===== src/rtl/axi_split_read_engine.sv =====
// axi_split_read_engine
// Splits one linear read command into AXI4 INCR bursts. Each burst is capped
// at MAX_BURST beats and never crosses a 4 KB page. Up to MAX_OUTSTANDING AR
// requests are kept in flight. R data streams straight through to the user.
// Optional: define AXI_SPLIT_RD_STATS_EN to add the stat_cycles/stat_stall
// counters and ports.
//
// state | meaning
// IDLE  | waiting for a command; cmd_ready high
// ISSUE | issuing AR bursts until every beat has been requested
// DRAIN | all ARs issued; waiting for the final R beat
module axi_split_read_engine #(
  parameter int ADDR_WIDTH      = 33,
  parameter int DATA_WIDTH      = 256,
  parameter int ID_WIDTH        = 6,
  parameter int LEN_WIDTH       = 8,
  parameter int ENGINE_ID       = 0,
  parameter int MAX_BURST       = 64,
  parameter int MAX_OUTSTANDING = 4,
  parameter int CNT_WIDTH       = 32
) (
  input  logic                  clk,
  input  logic                  resetn,
  input  logic                  cmd_valid,
  output logic                  cmd_ready,
  input  logic [ADDR_WIDTH-1:0] cmd_addr,
  input  logic [CNT_WIDTH-1:0]  cmd_beats,
  output logic [DATA_WIDTH-1:0] rd_data,
  output logic                  rd_valid,
  input  logic                  rd_ready,
  output logic                  rd_last,
  output logic                  done,
  output logic                  err,
`ifdef AXI_SPLIT_RD_STATS_EN
  output logic [31:0]           stat_cycles,
  output logic [31:0]           stat_stall,
`endif
  output logic                  m_axi_ARVALID,
  output logic [ADDR_WIDTH-1:0] m_axi_ARADDR,
  output logic [ID_WIDTH-1:0]   m_axi_ARID,
  output logic [LEN_WIDTH-1:0]  m_axi_ARLEN,
  output logic [2:0]            m_axi_ARSIZE,
  output logic [1:0]            m_axi_ARBURST,
  input  logic                  m_axi_ARREADY,
  input  logic                  m_axi_RVALID,
  input  logic [DATA_WIDTH-1:0] m_axi_RDATA,
  input  logic                  m_axi_RLAST,
  input  logic [ID_WIDTH-1:0]   m_axi_RID,
  input  logic [1:0]            m_axi_RRESP,
  output logic                  m_axi_RREADY
);

  localparam int BYTES  = DATA_WIDTH / 8;
  localparam int BSHIFT = $clog2(BYTES);
  localparam int OUT_W  = $clog2(MAX_OUTSTANDING + 1);
  localparam int BLEN_W = LEN_WIDTH + 1;

  typedef enum logic [1:0] {IDLE, ISSUE, DRAIN} state_t;

  state_t                state_q, state_d;
  logic [ADDR_WIDTH-1:0] addr_q;
  logic [CNT_WIDTH-1:0]  issue_rem_q;
  logic [CNT_WIDTH-1:0]  recv_rem_q;
  logic [OUT_W-1:0]      outstanding_q;
  logic                  arvalid_q;
  logic [ADDR_WIDTH-1:0] araddr_q;
  logic [LEN_WIDTH-1:0]  arlen_q;
  logic                  done_q;
  logic                  err_q;

  logic                  cmd_fire;
  logic                  ar_fire;
  logic                  beat_fire;
  logic                  last_fire;
  logic                  final_beat;
  logic                  can_issue;
  logic [12:0]           bound_bytes;
  logic [12:0]           bound_beats;
  logic [CNT_WIDTH-1:0]  len_c;
  logic [BLEN_W-1:0]     cur_len;
  logic                  unused_rid;

  assign cmd_ready     = (state_q == IDLE);
  assign cmd_fire      = cmd_valid & cmd_ready;
  assign ar_fire       = arvalid_q & m_axi_ARREADY;
  assign beat_fire     = m_axi_RVALID & rd_ready;
  assign last_fire     = beat_fire & m_axi_RLAST;
  assign final_beat    = beat_fire & (recv_rem_q == CNT_WIDTH'(1)) & (state_q != IDLE);
  assign cur_len       = BLEN_W'(arlen_q) + BLEN_W'(1);
  assign can_issue     = (state_q == ISSUE) & ~arvalid_q & (issue_rem_q != '0) &
                         (outstanding_q < OUT_W'(MAX_OUTSTANDING));

  // Beats left before the next 4 KB page boundary.
  assign bound_bytes   = 13'd4096 - {1'b0, addr_q[11:0]};
  assign bound_beats   = bound_bytes >> BSHIFT;

  assign rd_data       = m_axi_RDATA;
  assign rd_valid      = m_axi_RVALID;
  assign m_axi_RREADY  = rd_ready;
  assign rd_last       = m_axi_RVALID & (recv_rem_q == CNT_WIDTH'(1));
  assign done          = done_q;
  assign err           = err_q;

  assign m_axi_ARVALID = arvalid_q;
  assign m_axi_ARADDR  = araddr_q;
  assign m_axi_ARLEN   = arlen_q;
  assign m_axi_ARID    = ID_WIDTH'(ENGINE_ID);
  assign m_axi_ARSIZE  = 3'(BSHIFT);
  assign m_axi_ARBURST = 2'b01;

  // Responses are in order on a single ID, so RID carries no information.
  assign unused_rid    = ^m_axi_RID;

  // Next burst length: min(remaining, MAX_BURST, beats to page end).
  always_comb begin
    len_c = issue_rem_q;
    if (len_c > CNT_WIDTH'(MAX_BURST))   len_c = CNT_WIDTH'(MAX_BURST);
    if (len_c > CNT_WIDTH'(bound_beats)) len_c = CNT_WIDTH'(bound_beats);
  end

  // State register.
  always_ff @(posedge clk or negedge resetn) begin
    if (!resetn) state_q <= IDLE;
    else         state_q <= state_d;
  end

  // Next-state logic.
  always_comb begin
    state_d = state_q;
    case (state_q)
      IDLE:    if (cmd_fire && cmd_beats != '0) state_d = ISSUE;
      ISSUE:   if (ar_fire && issue_rem_q == CNT_WIDTH'(cur_len)) state_d = DRAIN;
      DRAIN:   if (final_beat) state_d = IDLE;
      default: state_d = IDLE;
    endcase
  end

  // AR issue path: address/remaining bookkeeping and the registered AR beat.
  always_ff @(posedge clk or negedge resetn) begin
    if (!resetn) begin
      addr_q      <= '0;
      issue_rem_q <= '0;
      arvalid_q   <= 1'b0;
      araddr_q    <= '0;
      arlen_q     <= '0;
    end else begin
      if (cmd_fire) begin
        addr_q      <= cmd_addr;
        issue_rem_q <= cmd_beats;
      end else if (ar_fire) begin
        addr_q      <= addr_q + (ADDR_WIDTH'(cur_len) << BSHIFT);
        issue_rem_q <= issue_rem_q - CNT_WIDTH'(cur_len);
      end
      if (ar_fire) begin
        arvalid_q <= 1'b0;
      end else if (can_issue) begin
        arvalid_q <= 1'b1;
        araddr_q  <= addr_q;
        arlen_q   <= LEN_WIDTH'(len_c - CNT_WIDTH'(1));
      end
    end
  end

  // Outstanding burst count; a simultaneous issue and retire cancel out.
  always_ff @(posedge clk or negedge resetn) begin
    if (!resetn) begin
      outstanding_q <= '0;
    end else begin
      case ({ar_fire, last_fire && outstanding_q != '0})
        2'b10:   outstanding_q <= outstanding_q + OUT_W'(1);
        2'b01:   outstanding_q <= outstanding_q - OUT_W'(1);
        default: outstanding_q <= outstanding_q;
      endcase
    end
  end

  // Receive count, completion pulse and sticky error flag.
  always_ff @(posedge clk or negedge resetn) begin
    if (!resetn) begin
      recv_rem_q <= '0;
      done_q     <= 1'b0;
      err_q      <= 1'b0;
    end else begin
      if (cmd_fire)                            recv_rem_q <= cmd_beats;
      else if (beat_fire && recv_rem_q != '0)  recv_rem_q <= recv_rem_q - CNT_WIDTH'(1);
      done_q <= (cmd_fire && cmd_beats == '0) || final_beat;
      if (cmd_fire)                            err_q <= 1'b0;
      else if (beat_fire && m_axi_RRESP != 2'b00) err_q <= 1'b1;
    end
  end

`ifdef AXI_SPLIT_RD_STATS_EN
  logic stat_active_q;

  // Per-command cycle and stall counters, saturating, frozen after done.
  always_ff @(posedge clk or negedge resetn) begin
    if (!resetn) begin
      stat_active_q <= 1'b0;
      stat_cycles   <= '0;
      stat_stall    <= '0;
    end else if (cmd_fire) begin
      stat_active_q <= 1'b1;
      stat_cycles   <= 32'd1;
      stat_stall    <= '0;
    end else if (stat_active_q) begin
      if (stat_cycles != '1) stat_cycles <= stat_cycles + 32'd1;
      if (m_axi_RVALID && !rd_ready && stat_stall != '1) stat_stall <= stat_stall + 32'd1;
      if (done_q) stat_active_q <= 1'b0;
    end
  end
`endif

endmodule

===== config.mk =====
export PLATFORM = sky130hd
export DESIGN_NAME = axi_split_read_engine
export DESIGN_NICKNAME = d
export VERILOG_FILES = /design/src/rtl/axi_split_read_engine.sv
export SDC_FILE = /design/constraint.sdc
export NUM_CORES = 1
export LEC_CHECK = 0
export CAP_MARGIN = 15
export CORE_AREA = 2 2 256 258
export DETAILED_ROUTE_END_ITERATION = 8
export DIE_AREA = 0 0 258 260
export HOLD_SLACK_MARGIN = 0.03
export PLACE_DENSITY = 0.46
export SYNTH_ARGS = -nofsm -noshare
export SYNTH_HDL_FRONTEND = slang
export SYNTH_SLANG_ARGS = --single-unit

===== constraint.sdc =====
create_clock -name clk -period 5.1 [get_ports clk]
set_clock_uncertainty 0.2 [all_clocks]
set_input_delay 0.765 -clock clk [delete_from_list [all_inputs] [get_ports clk]]
set_output_delay 0.765 -clock clk [all_outputs]
set_load 0.05 [all_outputs]

==> flow_metrics.py, run 1 <==
metrics = {
    "outcome": {
        "status": "complete, no violations",
    },
    "clocking": {
        "clk_latency_ns": 0.48,
        "cts-resized-gates": 0,
        "cts_tree": "done",
        "cts_root_buf": "clkbuf_16",
        "cts_setup_buffers": 0,
        "htreeDepth": 4,
        "cts_inserted_buffers": 17,
        "cts.path.max_buffers": 2,
        "cts.sinks": 146,
        "cts_hold_buf": 0,
        "clkTransAtPathRegs_ns": 0.07,
    },
    "global_routing": {
        "antenna_found_initial": 2,
        "grt_pass1_vias": 7831,
        "grt_overflow": 0,
        "grt_max_degree": 85,
        "track_usage": 0.09824,
        "grt_first_pass_wirelength_mm": 49.03,
    },
    "min_path": {
        "hold_path_class": "primary input to async pin",
    },
    "setup_path": {
        "cp_slowest_cell": "clkdlybuf4s50_1",
        "arrival_ns": 3.52,
        "worst_setup_path_end_kind": "output port",
        "critPathRequiredTime_ns": 4.14,
        "crit_type": "flop to output port",
        "cp-start-kind": "flop",
        "cpMostUsedCell": "and3_1",
        "worst_path_largest_cell_delay_ns": 0.86,
        "crit_chain": "or3_1 -> nor4_4 -> and2_1 -> and3_1 -> and3_1 -> clkdlybuf4s50_1",
        "worstPathMaxFanout": 7,
    },
    "sta": {
        "period_share": 0.8802,
        "whs_ns": 0.07415,
        "setup_violations": 0,
        "rsz0062_at_grt": "false",
        "drv_slew": 0,
        "fmax_mhz": 222.8,
        "slew_headroom": 0.3373,
        "fin_ws_ns": 0.6112,
        "tns_ns": 0,
        "hold_violations": 0,
        "worst_pin_slew_ns": 0.9940,
        "layout_min_cycle_time_ns": 4.489,
    },
    "detailed_routing": {
        "routed_via_density": 3.902,
        "drt_iter0_drc": 450,
        "drtAntennaViolNets": 0,
        "drc": 0,
        "wire_per_inst_um": 16.78,
        "firstDrtPassIters": 5,
        "vias": 7573,
        "drt-total-wl_mm": 32.57,
    },
    "floorplanning": {
        "io-pin-count": 651,
        "die_area_um2": 67080,
        "core-area_um2": 64120,
        "num_rows": 93,
        "initial_utilization": 0.1655,
        "die_y_um": 260,
        "die_x_um": 258,
    },
    "synth": {
        "syn-instance-count": 1216,
        "synthTopCellsByArea": "dfrtp_1, buf_4, xor2_1, a21oi_1, ha_1",
        "yosys-top-cells-count": "buf_4, dfrtp_1, nand2_1",
        "ys_ff_latch": 146,
        "yosysWarnings": 0,
        "synth_edf_count": 0,
        "synth_top_cell_area_share": 0.3444,
        "ys_types": 56,
        "post-synth-top-count-cell": "buf_4",
        "synthFlopType": "dfrtp_1",
        "async_reset_ff_frac": 1.000,
        "synth_top_cell_by_area": "dfrtp_1",
        "syn_area_um2": 10610,
        "avgSynthCellArea_um2": 8.724,
        "ys_seq_area_frac": 0.3444,
    },
    "power": {
        "peakVddDrop_uv": 308.4,
        "leakagePower_uw": 0.004358,
        "p_per_area_nw_per_um2": 583.2,
    },
    "place": {
        "place.detailed.hpwl_mm": 25.24,
        "gp_congestion": 0.8093,
        "place_ws_ns": 0.6321,
        "port_buffers": 121,
    },
    "flow_run": {
        "cap_viol_max_count": 0,
    },
    "layout": {
        "postLayoutCoreUtil": 0.1788,
        "num-nets-final": 1442,
        "drive_gt1_frac": 0.08756,
        "syn_to_final_growth_pct": 8.079,
    },
}
## cell usage in the layout, fill, tap and decap left out, types with 5 or more instances in the layout
cell / netlist / routed
mux2i_1: 5 / 5
mux2_2: 34 / 34
dfrtp_1: 146 / 146
a211oi_1: 5 / 5
and3_1: 12 / 12
and2_1: 9 / 8
nand3_1: 35 / 35
or3_1: 16 / 16
o2111ai_1: 5 / 5
xor2_1: 54 / 54
a31oi_1: 12 / 12
nor2_1: 98 / 98
clkbuf_16: 0 / 17
nand4_1: 16 / 16
nor4_1: 19 / 19
inv_1: 35 / 35
a21oi_1: 82 / 82
nand2_1: 101 / 100
o211ai_1: 5 / 5
xnor2_1: 37 / 37
a21o_1: 6 / 6
and4_1: 5 / 5
o21ai_0: 55 / 55
nor3_1: 17 / 17
clkdlybuf4s50_1: 0 / 120
buf_4: 269 / 13
conb_1: 2 / 12
ha_1: 31 / 31
or4_1: 11 / 11
## registers in the layout (all words and copies together) (netlist names)
name,count
addr_q,33
done,1
err,1
issue_rem_q,32
m_axi_ARADDR,33
m_axi_ARLEN,8
m_axi_ARVALID,1
outstanding_q,3
recv_rem_q,32
state_q,2
## final cells by class
cell class | count | area [µm²]
antenna | 1 | 2.502
multi-input combinational | 737 | 4711
timing repair buffer | 135 | 1330
clock inverter | 12 | 111.4
fill | 7084 | 52650
clock buffer | 20 | 456.7
tap | 855 | 1070
inverter | 35 | 131.4
sequential | 146 | 3654
## metrics by stage
step / cell area (µm²) / total power [µW] / cells
final: 11470 / 6687 / 1941
after CTS: 11460 / 6781 / 1940
after floorplan: 10650 / 4964 / 1226
after global placement: 10900 / 5437 / 1908
after global routing: 11460 / 7207 / 1940
after detailed placement: 10900 / 5479 / 1908
## path summary, 6_finish.rpt
check	from	end	slack, ns	cells past startpoint
min reg2reg	state_q[1]	state_q[0]	0.28	1
max reg2reg	issue_rem_q[12]	m_axi_ARLEN[4]	0.62	15
max in group asynchronous	resetn	state_q[0]	3.66	2
min in group clk	state_q[1]	state_q[0]	0.28	1
min	resetn	addr_q[16]	0.07	1
max	recv_rem_q[16]	rd_last	0.61	6
## cells by family (layout without fill, tap and decap cells)
| group | after synthesis | in the layout | share of synthesized area |
|---|---|---|---|
| adder cells (fa/ha/maj) | 34 | 34 | 0.04222 |
| multiplexers | 39 | 39 | 0.04081 |
| XOR/XNOR | 91 | 91 | 0.07513 |
| flip-flops | 146 | 146 | 0.3444 |
| AND/OR/NAND/NOR | 365 | 365 | 0.1716 |
| AO/OA/AOI/OAI | 196 | 196 | 0.1080 |
| buffers and inverters | 343 | 202 | 0.2171 |
| other | 2 | 13 | 0.0007079 |
## routing by layer
| metal | vias up | track usage | wire (µm) |
|---|---|---|---|
| met1 | 3545 | 0.1095 | 13060 |
| li1 | 3591 | - | - |
| met3 | 107 | 0.04201 | 2833 |
| met4 | 4 | 0.05732 | 1385 |
| met2 | 326 | 0.1562 | 15240 |
| met5 | - | 0.002849 | 46 |
## report_power, final
group | switching (µW) | total, µW | internal, µW
combinational | 1970 | 3340 | 1370
clock | 583 | 1250 | 665
sequential | 489 | 2100 | 1610
total | 3040 | 6690 | 3650
## critical path, delay by kind of cell, from the launching register on
family | cells | cell delay (ns)
buf+inv | 1 | 0.86
flops | 1 | 0.42
simple gates | 5 | 1.75
Power figures use the tool's default switching activity.
==> run 2, diff against run 1 <==
Settings changed: CORE_AREA 2 2 256 258 to 2 2 257 259, DIE_AREA 0 0 258 260 to 0 0 259 261, DONT_BUFFER_PORTS set to 1, GPL_ROUTABILITY_DRIVEN set to 0, MAX_ROUTING_LAYER set to met4, PLACE_DENSITY 0.46 to 0.33.
==> run 2 against run 1 <==
First-iteration DRC count fell by 26%. Setup slack got worse by 0.030 ns. Hold slack got worse by 0.054 ns. Fmax fell by 0.67%. Final cell count fell by 5.5%. Non-clock buffer count fell by 116. Cell area fell by 9.1%. Die area rose by 0.77%. Clock power rose by 22%. Critical path depth rose by 10. Highest routed layer is now met4.
==> flow_metrics.py, run 2 (synthesis results as in run 1) <==
metrics = {
    "layout": {
        "layout_common_cells": "dfrtp_1, nand2_1, nor2_1, a21oi_1, o21ai_0",
        "final-seq-area_um2": 3654,
        "syn_to_final_growth_pct": -1.757,
        "multiInputGateArea_um2": 4708,
        "fillCellCount": 7301,
        "drive_gt1_frac": 0.1022,
        "final_common_cell": "dfrtp_1",
        "num-nets-final": 1326,
    },
    "min_path": {
        "hold_path_class": "primary input to async pin",
    },
    "flow_run": {
        "cap_viol_max_count": 0,
    },
    "power": {
        "p_per_area_nw_per_um2": 637.7,
        "peakVddDrop_uv": 323.2,
        "leakagePower_uw": 0.003967,
    },
    "setup_path": {
        "crit_type": "flop to flop",
        "critPathRequiredTime_ns": 5.24,
        "cp_slowest_cell": "or4_1",
        "worst-path-buf-inv": 2,
        "worst_setup_path_end_kind": "flop",
        "worst_path_largest_cell_delay_ns": 0.65,
        "arrival_ns": 4.66,
        "critPathTopFamily": "simple AND/OR/NAND/NOR gates",
        "crit_chain": "or4_1 -> nor4_4 -> and3_1 -> and2_1 -> ha_1 -> and4b_1 -> a211oi_1 -> a2bb2oi_1 -> buf_4 -> nor2_1 -> a21oi_1 -> ha_1 -> inv_1 -> nor2_1 -> a211oi_1 -> a221o_1",
        "worstPathMaxFanout": 15,
        "cp-start-kind": "flop",
    },
    "sta": {
        "slew_headroom": 0.3323,
        "hold_violations": 0,
        "worst_pin_slew_ns": 1.002,
        "drv_slew": 0,
        "fmax_mhz": 221.3,
        "layout_min_cycle_time_ns": 4.519,
        "fin_ws_ns": 0.5810,
        "period_share": 0.8861,
        "setup_violations": 0,
        "rsz0062_at_grt": "false",
        "tns_ns": 0,
    },
    "global_routing": {
        "antenna_found_initial": 1,
        "grt_first_pass_wirelength_mm": 48.71,
        "grt_max_degree": 147,
        "grt_pass1_vias": 7455,
        "grt_overflow": 0,
        "track_usage": 0.1000,
    },
    "clocking": {
        "cts_root_buf": "clkbuf_16",
        "clkTransAtPathRegs_ns": 0.07,
        "htreeDepth": 4,
        "clk_latency_ns": 0.45,
        "cts_tree": "done",
        "cts.sinks": 146,
        "cts.path.max_buffers": 2,
        "cts_inserted_buffers": 17,
        "cts_setup_buffers": 0,
    },
    "floorplanning": {
        "initial_utilization": 0.1631,
        "die_area_um2": 67600,
        "num_rows": 94,
        "die_x_um": 259,
        "io-pin-count": 651,
        "core-area_um2": 65040,
        "die_y_um": 261,
    },
    "outcome": {
        "status": "complete, no violations",
    },
    "detailed_routing": {
        "vias": 7109,
        "drc": 0,
        "wire_per_inst_um": 17.97,
        "drt-total-wl_mm": 32.95,
        "drt_iter0_drc": 332,
        "routed_via_density": 3.876,
        "firstDrtPassIters": 5,
        "drtAntennaViolNets": 0,
    },
    "place": {
        "place.detailed.hpwl_mm": 24.60,
        "place_ws_ns": 0.5598,
        "port_buffers": 0,
    },
}
-- run 2: changes by cell type in the layout (fill, tap and decap cells not counted), moves of 2 or more --
cell	delta
bufinv_16	+6
inv_6	-2
clkinv_4	-3
clkdlybuf4s50_1	-120
buf_4	+5
inv_8	-3
-- run 2: final timing paths --
path                                      start          endpoint  slack (ns)  cells past startpoint
worst max register to register  issue_rem_q[12]    m_axi_ARLEN[4]        0.58                     16
max in group asynchronous                resetn    recv_rem_q[20]        3.80                      1
worst max-delay path            issue_rem_q[12]    m_axi_ARLEN[4]        0.58                     16
worst min-delay path                     resetn  m_axi_ARADDR[21]        0.02                      1
worst min register to register       state_q[1]        state_q[0]        0.29                      1
min in group clk                    cmd_addr[0]         addr_q[0]        0.23                      2
-- run 2: stage by stage --
| stage | hold WS [ns] | cell area, µm² | std cells | power (µW) | util |
|---|---|---|---|---|---|
| floorplan | 0.2383 | 10650 | 1226 | 4964 | - |
| global placement | 0.2721 | 9709 | 1800 | 5151 | 0.1493 |
| detailed placement | 0.2747 | 9709 | 1800 | 5166 | 0.1493 |
| CTS | 0.1556 | 10420 | 1833 | 6772 | 0.1602 |
| global route | 0.1208 | 10420 | 1834 | 7199 | 0.1602 |
| finish | 0.02022 | 10420 | 1834 | 6647 | 0.1602 |
-- run 2: repair_timing --
item | 4_1_cts | 5_1_grt
resized for setup | 0 | 0
hold endpoints to repair | 146 | 0
hold buffers | 1 | 0
-- run 2: worst reg2reg max path, stage by stage (launching register included) --
cell and delay (ns):
dfrtp_1 0.44, or4_1 0.65, nor4_4 0.40, and3_1 0.39, and2_1 0.20, ha_1 0.26
and4b_1 0.21, a211oi_1 0.23, a2bb2oi_1 0.24, buf_4 0.25, nor2_1 0.06, a21oi_1 0.11
ha_1 0.24, inv_1 0.07, nor2_1 0.10, a211oi_1 0.08, a221o_1 0.29
-- run 2: power by group --
group          switching [µW]  total (µW)  internal [µW]
logic                    1400        2490           1090
registers                1030        2630           1600
clock network             573        1520            948
-- run 2: area by class of cell --
cell class                      instances  share of cell area
Sequential cell                       146              0.3505
Clock inverter                         12             0.02173
Inverter                               35             0.01261
Antenna cell                            1           0.0002401
Clock buffer                           20             0.04382
Multi-Input combinational cell        737              0.4517
Tap cell                              864              0.1037
Timing Repair Buffer                   19             0.01561
-- run 2: per-layer routing --
| metal | global-route usage | routed length, µm |
|---|---|---|
| met1 | 0.1200 | 14440 |
| met2 | 0.1462 | 14460 |
| met3 | 0.04075 | 2883 |
| met4 | 0.04480 | 1172 |
| met5 | - | 0 |
==> run 3, diff against run 2 <==
Settings changed: REMOVE_ABC_BUFFERS set to 1.
==> run 3 against run 2 <==
Clock power is essentially flat. Die area is the same. Final cell count is 0.22% higher. Wire length rose to 3.4 times the previous value. Combinational power is essentially flat. Non-clock buffer count grew 3. Via count up 17%. First-iteration DRC count rose by 130%. Sequential cell count did not move. Critical path type unchanged. Critical endpoint unchanged.
==> flow_metrics.py, run 3 (synthesis results as in run 1) <==
metrics = {
    "outcome": {
        "status": "complete, no violations",
    },
    "detailed_routing": {
        "vias": 8337,
        "drt-total-wl_mm": 111.1,
        "routed_via_density": 4.536,
        "drtAntennaViolNets": 0,
        "wire_per_inst_um": 60.42,
        "firstDrtPassIters": 5,
        "drc": 0,
        "drt_iter0_drc": 780,
    },
    "global_routing": {
        "grt_overflow": 0,
        "use_met3": 0.4428,
        "grt_pass1_vias": 7791,
        "use_met1": 0.1358,
        "grt_max_degree": 147,
        "antenna_found_initial": 1,
        "track_usage": 0.3331,
        "grt-busiest-layer": "met2",
        "grtUsageMet2": 0.5423,
        "grt_first_pass_wirelength_mm": 128.6,
    },
    "clocking": {
        "clkTransAtPathRegs_ns": 0.07,
        "cts_inserted_buffers": 17,
        "htreeDepth": 4,
        "cts.sinks": 146,
        "cts_root_buf": "clkbuf_16",
        "cts_setup_buffers": 0,
        "cts.path.max_buffers": 2,
        "clk_latency_ns": 0.50,
        "cts_tree": "done",
    },
    "power": {
        "pwr-share-clk": 0.226,
        "combPwrFrac": 0.376,
        "internal-power_uw": 3608,
        "sw_frac_of_total": 0.4585,
        "seq_power_share": 0.398,
        "peakVddDrop_uv": 268.2,
        "p_per_area_nw_per_um2": 638.8,
        "leakagePower_uw": 0.003977,
        "p_sw_uw": 3056,
    },
    "layout": {
        "finalInstanceArea_um2": 10430,
        "num-nets-final": 1329,
        "drive_gt1_frac": 0.1060,
        "syn_to_final_growth_pct": -1.663,
        "layout_common_cells": "dfrtp_1, nand2_1, nor2_1, a21oi_1, o21ai_0",
        "final_common_cell": "dfrtp_1",
    },
    "floorplanning": {
        "initial_utilization": 0.1631,
        "die_area_um2": 67600,
        "io-pin-count": 651,
        "die_y_um": 261,
        "core-area_um2": 65040,
        "die_x_um": 259,
        "num_rows": 94,
    },
    "setup_path": {
        "worst_setup_path_end_kind": "flop",
        "crit_type": "flop to flop",
        "worstPathMaxFanout": 15,
        "cp-start-kind": "flop",
        "cp_slowest_cell": "or4_1",
        "arrival_ns": 4.77,
        "worst_path_largest_cell_delay_ns": 0.64,
        "crit_chain": "or4_1 -> nor4_4 -> and3_1 -> and2_1 -> ha_1 -> and4b_1 -> a211oi_1 -> a2bb2oi_1 -> buf_4 -> nor2_1 -> a21oi_1 -> ha_1 -> inv_1 -> nor2_1 -> a211oi_1 -> a221o_1",
        "critPathRequiredTime_ns": 5.28,
    },
    "sta": {
        "period_share": 0.9003,
        "slew_headroom": 0.3756,
        "layout_min_cycle_time_ns": 4.591,
        "tns_ns": 0,
        "worst_pin_slew_ns": 0.9365,
        "rsz0062_at_grt": "false",
        "setup_violations": 0,
        "hold_violations": 0,
        "drv_slew": 0,
        "fmax_mhz": 217.8,
    },
    "place": {
        "placed_area_um2": 9732,
        "port_buffers": 0,
        "place.detailed.hpwl_mm": 102.2,
    },
    "flow_run": {
        "cap_viol_max_count": 0,
    },
    "min_path": {
        "hold_path_class": "primary input to async pin",
    },
}
[run 3: cell count changes in the layout (fill, tap and decap cells not counted)]
cell / change
buf_4: +3
bufinv_16: -1
clkbuf_1: -1
clkbuf_8: +1
clkinv_2: +1
diode_2: +1
[run 3: path summary, 6_finish.rpt]
path	endpoint	cells past startpoint	slack, ns	from
worst max-delay path	m_axi_ARLEN[4]	16	0.51	issue_rem_q[12]
worst min-delay path	m_axi_ARADDR[31]	1	0.05	resetn
worst max register to register	m_axi_ARLEN[4]	16	0.51	issue_rem_q[12]
worst min register to register	state_q[0]	1	0.30	state_q[1]
max in group asynchronous	recv_rem_q[18]	1	3.85	resetn
min in group clk	m_axi_ARVALID	1	0.17	m_axi_ARREADY
[run 3: worst max-delay path, delay by kind of cell (launching register included)]
kind	cells	cell delay, ns
AO/OA/AOI/OAI	5	0.98
adder cells (fa/ha/maj)	2	0.51
buffers and inverters	2	0.34
flip-flops	1	0.44
AND/OR/NAND/NOR	7	2.00
[run 3: power groups by stage]
| stage | Sequential (µW) | Clock (µW) | Combinational, µW |
|---|---|---|---|
| 2_1_floorplan | 2520 | 0 | 1860 |
| 3_3_place_gp | 2670 | 0 | 2460 |
| 3_5_place_dp | 2670 | 0 | 2470 |
| 4_1_cts | 2650 | 1550 | 2510 |
| 5_1_grt | 2730 | 1590 | 2800 |
| 6_report | 2650 | 1510 | 2500 |
[run 3: routing by layer]
metal	wire, µm	vias to the layer above
met2	52940	950
met4	9339	0
li1	-	3374
met3	31650	165
met5	0	-
met1	17120	3848
[run 3: what timing repair did]
action,4_1_cts,5_1_grt
resized for setup,0,0
hold buffers,1,0
setup endpoints to repair,0,0
endpoints found under the hold margin,146,0
[run 3: per-stage QoR]
step | util | power, µW | hold slack [ns] | std cells | setup WS (ns)
after floorplan | - | 4385 | 0.2383 | 918 | 0.3286
after global placement | 0.1496 | 5128 | 0.2707 | 1803 | 0.5660
after detailed placement | 0.1496 | 5138 | 0.2737 | 1803 | 0.5882
after CTS | 0.1603 | 6720 | 0.1148 | 1836 | 0.5475
after global routing | 0.1604 | 7109 | 0.1362 | 1838 | 0.2604
final | 0.1604 | 6664 | 0.05276 | 1838 | 0.5086
[run 3: cell type report]
cell class | count | area, µm²
Timing Repair Buffer | 22 | 185.2
Clock inverter | 12 | 201.4
Antenna cell | 2 | 5.005
Tap cell | 864 | 1081
Inverter | 35 | 131.4
Sequential cell | 146 | 3654
Clock buffer | 20 | 466.7
Multi-Input combinational cell | 737 | 4708
Fill cell | 7314 | 54610
